File: src/rtl/regfile_write_arbiter.sv
// regfile_write_arbiter
//   Two requesters compete for a single register-file write port. A single
//   output entry (W_*) holds the granted write until the register file
//   consumes it. While the entry is free (empty, or draining this cycle), one
//   valid requester is granted combinationally and its write is loaded on the
//   next rising edge. This sustains one write per cycle.
//
//   Optional feature: REGFILE_ARB_ROUND_ROBIN_EN
//     defined   -> ties alternate; the winner is the requester that was not
//                  granted last.
//     undefined -> fixed priority; requester 0 always wins a tie, and no
//                  pointer register is built.
//
// Ports
//   CLK                 clock; all state updates on the rising edge
//   RESET               synchronous, active-high reset
//   I0_valid/addr/data  requester 0 write request (addr 2b, data 32b)
//   I0_ready            requester 0 accepted this cycle
//   I1_*                requester 1, same as I0_*
//   W_valid/addr/data   pending register-file write
//   W_ready             register file consumes the pending write
//   S                   index of the requester whose write is held
module regfile_write_arbiter (
  input  logic        CLK,
  input  logic        RESET,
  input  logic        I0_valid,
  input  logic [1:0]  I0_addr,
  input  logic [31:0] I0_data,
  output logic        I0_ready,
  input  logic        I1_valid,
  input  logic [1:0]  I1_addr,
  input  logic [31:0] I1_data,
  output logic        I1_ready,
  output logic        W_valid,
  output logic [1:0]  W_addr,
  output logic [31:0] W_data,
  input  logic        W_ready,
  output logic        S
);

  logic        w_valid_q, w_valid_d;
  logic [1:0]  w_addr_q,  w_addr_d;
  logic [31:0] w_data_q,  w_data_d;
  logic        s_q,       s_d;

  logic free;
  logic gnt1;  // 1: requester 1 wins the arbitration this cycle
  logic xfer0, xfer1;

  // The entry can accept a new write if it is empty, or if it drains this cycle.
  assign free = !w_valid_q || W_ready;

`ifdef REGFILE_ARB_ROUND_ROBIN_EN
  logic last_q, last_d;  // index of the requester granted most recently

  // On a tie, grant the requester that did not win last time.
  always_comb begin
    gnt1 = 1'b0;
    if (I1_valid && !I0_valid)     gnt1 = 1'b1;
    else if (I1_valid && I0_valid) gnt1 = (last_q == 1'b0);
  end

  // The pointer moves only when a transfer happens.
  always_comb begin
    last_d = last_q;
    if (xfer0)      last_d = 1'b0;
    else if (xfer1) last_d = 1'b1;
  end

  // Reset to 1, so requester 0 wins the first tie after reset.
  always_ff @(posedge CLK) begin
    if (RESET) last_q <= 1'b1;
    else       last_q <= last_d;
  end
`else
  // Fixed priority: requester 1 wins only when it is the sole requester.
  always_comb begin
    gnt1 = I1_valid && !I0_valid;
  end
`endif

  // Readies are gated by RESET, so nothing is accepted during a reset cycle.
  // The valid terms keep ready low for an idle requester.
  assign xfer0 = !RESET && free && I0_valid && !gnt1;
  assign xfer1 = !RESET && free && I1_valid &&  gnt1;

  assign I0_ready = xfer0;
  assign I1_ready = xfer1;

  always_comb begin
    w_valid_d = w_valid_q;
    w_addr_d  = w_addr_q;
    w_data_d  = w_data_q;
    s_d       = s_q;
    if (xfer0) begin
      w_valid_d = 1'b1;
      w_addr_d  = I0_addr;
      w_data_d  = I0_data;
      s_d       = 1'b0;
    end else if (xfer1) begin
      w_valid_d = 1'b1;
      w_addr_d  = I1_addr;
      w_data_d  = I1_data;
      s_d       = 1'b1;
    end else if (w_valid_q && W_ready) begin
      // Drained with no refill. The payload is kept; only valid drops.
      w_valid_d = 1'b0;
    end
  end

  // A reset discards any pending entry.
  always_ff @(posedge CLK) begin
    if (RESET) begin
      w_valid_q <= 1'b0;
      w_addr_q  <= 2'd0;
      w_data_q  <= 32'd0;
      s_q       <= 1'b0;
    end else begin
      w_valid_q <= w_valid_d;
      w_addr_q  <= w_addr_d;
      w_data_q  <= w_data_d;
      s_q       <= s_d;
    end
  end

  assign W_valid = w_valid_q;
  assign W_addr  = w_addr_q;
  assign W_data  = w_data_q;
  assign S       = s_q;

endmodule

File: config.mk
export PLATFORM = sky130hd
export DESIGN_NAME = regfile_write_arbiter
export DESIGN_NICKNAME = d
export VERILOG_FILES = /design/src/rtl/regfile_write_arbiter.sv
export SDC_FILE = /design/constraint.sdc
export NUM_CORES = 1
export LEC_CHECK = 0
export ABC_AREA = 0
export BUFFER_PORTS_ARGS = -buffer_cell sky130_fd_sc_hd__buf_2
export CAP_MARGIN = 20
export CORE_ASPECT_RATIO = 0.5
export CORE_MARGIN = 8
export CORE_UTILIZATION = 42
export CTS_CLUSTER_DIAMETER = 30
export DETAILED_ROUTE_END_ITERATION = 8
export GPL_TIMING_DRIVEN = 0
export PLACE_DENSITY = 0.83
export SLEW_MARGIN = 20
export SYNTH_ARGS = -nofsm -noshare
export SYNTH_HDL_FRONTEND = slang
export SYNTH_SLANG_ARGS = --single-unit
File: constraint.sdc
create_clock -name CLK -period 1.3 [get_ports CLK]
set_input_delay 0.325 -clock CLK [delete_from_list [all_inputs] [get_ports CLK]]
set_output_delay 0.325 -clock CLK [all_outputs]
set_load 0.01 [all_outputs]
Word level (Yosys, flattened, before mapping) --
Index checks and enable logic that the tools add are counted. W data, S select, Z words.
Cells by class: reduce and logical (&&, ||, !) cells 15, multiplexer cells 7
Operators with widths (count):
- $mux W32 | 2
- $logic_and A1 B1 Y1 | 7
- $logic_not A1 Y1 | 4
- $mux W2 | 2
- $mux W1 | 3
- $reduce_bool A3 Y1 | 1
- $reduce_bool A2 Y1 | 1
- $reduce_or A2 Y1 | 1
- $logic_or A1 B1 Y1 | 1
Word-level totals: output and inout port bits 38, logic and storage cells 26, bits of input ports 73, flip-flop bits (word level) 36

Depth between registers and ports, before layout --
depth in word-level cells 7, depth in mapped cells 6, depth with buffers taken out 3

Worst setup path before layout --
Ideal clock, no wire load.
kind flip-flop to output port, start register w_valid_q, in the netlist W_valid, end output I1_ready, required time 975 ps, arrival time 957 ps, buffers on the path 1, slack 18 ps, cell stages (with the launch flop) 5, cell sequence dfxtp_1 > nand2b_4 > and2_4 > buf_6 > and3_1
On the way: word-level cells in the longest chain between the ends 5
RTL lines:
- start: declaration | RTL line 41 | logic w_valid_q, w_valid_d;
- start signal: assignment | RTL line 119 | w_valid_q <= w_valid_d;
- $logic_not A1 Y1 | RTL line 51 | assign free = !w_valid_q || W_ready;
- $logic_or A1 B1 Y1 | RTL line 51
- $logic_and A1 B1 Y1 (3 in series) | RTL line 85 | assign xfer1 = !RESET && free && I1_valid && gnt1;
- end: declaration | RTL line 33 | output logic I1_ready,
Every way passes these cells.

Worst setup path in the final report --
Same ends and word-level chain as after synthesis.

==> flow_summary.ini <==
[outcome]
outcome = finished, violations left
violations = setup timing

[finish]
fin_area_um2 = 2580
layout_common_cells = buf_2 (110), dfxtp_1 (35), o22ai_1 (34), inv_1 (34), a221oi_2 (30)
syn_to_final_growth_pct = 46.4
nFillCells = 329
n_antenna_cell = 0
drive_gt1_frac = 0.596
final_cells = 341
nets = 359
mostFrequentLayoutCell = buf_2

[place]
gp_congestion = 0.744
dp.cells = 331
place_area_um2 = 2370
io_buffers = 109
dp_hpwl_mm = 4.45
dp_slack_ns = -0.353

[routing]
dr.pass1.iters = 4
routed_wl_mm = 5.64
vias = 1763
ant_nets = 0
via_per_inst = 5.17
wl_per_cell_um = 16.5
drc = 0
drt_iter0_markers = 106

[sta]
slew_violations = 0
whs_ns = 0.236
max_freq_ghz = 0.691
setup_ws_ns = -0.146
finalCritPeriodShare = 1.11
hold_viol = 0
period_needed_ns = 1.45
worst_pin_slew_ns = 0.713
slew_headroom = 0.525
setup_viol = 2
rsz0062_at_grt = yes
finClkSkew_ns = 0.00840

[critical_path]
cp.arrival_ns = 1.12
ff2ff_setup_slack_ns = 0.08
critPathLaunchType = flop
cp_top_family = flip-flops
r2r_end = W_data[28]
crit_slowest_cell = dfxtp_2
critPathMaxFanout = 3
reg2reg_depth = 5
end_kind = primary output
path_buf_inv = 1
crit_type = flop to primary output
r2r_start = W_valid
path_cells = nand2b_4 > and2_4 > and3_4 > buf_6
slowest_delay_ns = 0.36
worstPathRequired_ns = 0.98

[clocking]
hold_buffers = 0
cts_tree = yes
root_buffer = clkbuf_8
clock-sinks = 36
cts_buffers = 5
clk_path_buf_depth = 2
clkTransAtPathRegs_ns = 0.08
clk_latency_ns = 0.30
cts_max_level = 2

[synth]
synthCells = 168
ys_seq_elements = 36
yosys_warnings = 0
synth_nets = 241
synth_cell_types = 19
ys_seq_area_frac = 0.409
syn_area_um2 = 1760
avgSynthCellArea_um2 = 10.5

[global_routing]
grt_first_pass_wirelength_mm = 8.75
antenna_found_initial = 0
grt_pass1_vias = 1962
overflow = 0
grt_usage = 0.165
grt_max_degree = 13

[floorplanning]
die_height_um = 61.8
start_util = 0.444
io_pins = 111
die_w_um = 108
dieArea_um2 = 6650
coreArea_um2 = 3960
row_count = 16

[pwr]
p_leak_nw = 1.25
p_total_mw = 3.38
power-per-cell-area_nw_per_um2 = 1310
vdd_drop_max_mv = 0.730

[run]
max_cap_viol_count = 0

[min_path]
holdPathEnd = W_data[18]
worstHoldStart = RESET
hold_depth = 2
hp-class = primary input to flop
## synth_stat cells
cell | count | area share
inv_1 | 34 | 0.072
a221oi_2 | 30 | 0.26
a21oi_1 | 1 | 0.0028
clkbuf_1 | 5 | 0.011
o21ai_2 | 1 | 0.0050
buf_2 | 4 | 0.011
nand2b_1 | 1 | 0.0036
dfxtp_1 | 36 | 0.41
buf_4 | 1 | 0.0043
and3_1 | 2 | 0.0071
buf_6 | 8 | 0.051
nand2b_4 | 1 | 0.0078
o22ai_1 | 34 | 0.12
a31oi_1 | 1 | 0.0036
and2_4 | 1 | 0.0050
nor3_1 | 1 | 0.0028
a221oi_1 | 4 | 0.020
nor2_1 | 1 | 0.0021
inv_2 | 2 | 0.0043
## what timing repair did
item | CTS | global route
setup buffers | 2 | 0
pin swaps | 1 | 0
gates cloned | 0 | 1
gates resized for setup | 8 | 6
endpoints found under the setup margin | 2 | 23
## flip-flops by register name (all words and copies together) (netlist names)
register  count
W_addr        2
S             1
W_data       32
W_valid       1
## power by group
group          internal [mW]  total (mW)  switching, mW
clock                  0.960        1.39          0.426
combinational          0.349       0.739          0.390
sequential              1.21        1.25         0.0470
## logic make-up (layout without fill, tap and decap cells)
| kind of cell | after synthesis | count (layout) | synth area share |
|---|---|---|---|
| AOI/OAI and AO/OA | 71 | 71 | 0.408 |
| buffers and inverters | 54 | 173 | 0.154 |
| DFF | 36 | 36 | 0.409 |
| and+or+nand+nor | 7 | 7 | 0.0284 |
## routing by layer
metal	track usage	vias up	routed length (um)
li1	-	869	-
met1	0.156	831	2070
met2	0.328	53	3190
met3	0.0514	10	292
met4	0.0840	0	91
met5	0	-	0
## stage by stage
step | TNS [ns] | utilization
global placement | -3.79 | 0.599
global route | -0.296 | 0.650
finish | -0.196 | 0.650
detailed placement | -4.90 | 0.599
floorplan | 0 | -
CTS | -0.212 | 0.646
## how the worst max path moves through the flow
stage | startpoint | endpoint | slack [ns] | cells past startpoint
finish | W_valid | I1_ready | -0.15 | 4
floorplan | W_valid | I1_ready | 0.02 | 4
CTS | W_valid | I1_ready | -0.15 | 4
detailed placement | I0_valid | I1_ready | -0.35 | 5
global route | W_valid | I1_ready | -0.19 | 4
global placement | I0_valid | I1_ready | -0.34 | 5
## cell type report
class                      count  area [um2]  share of cell area
buffer                        17         141              0.0549
timing repair buffer         112         572               0.222
tap                           54        67.6              0.0262
clock buffer                   5        68.8              0.0267
clock inverter                 3        90.1              0.0350
inverter                      36         135              0.0524
multi-input combinational     78         781               0.303
sequential                    36         722               0.280
Power figures use the tool's default switching activity.
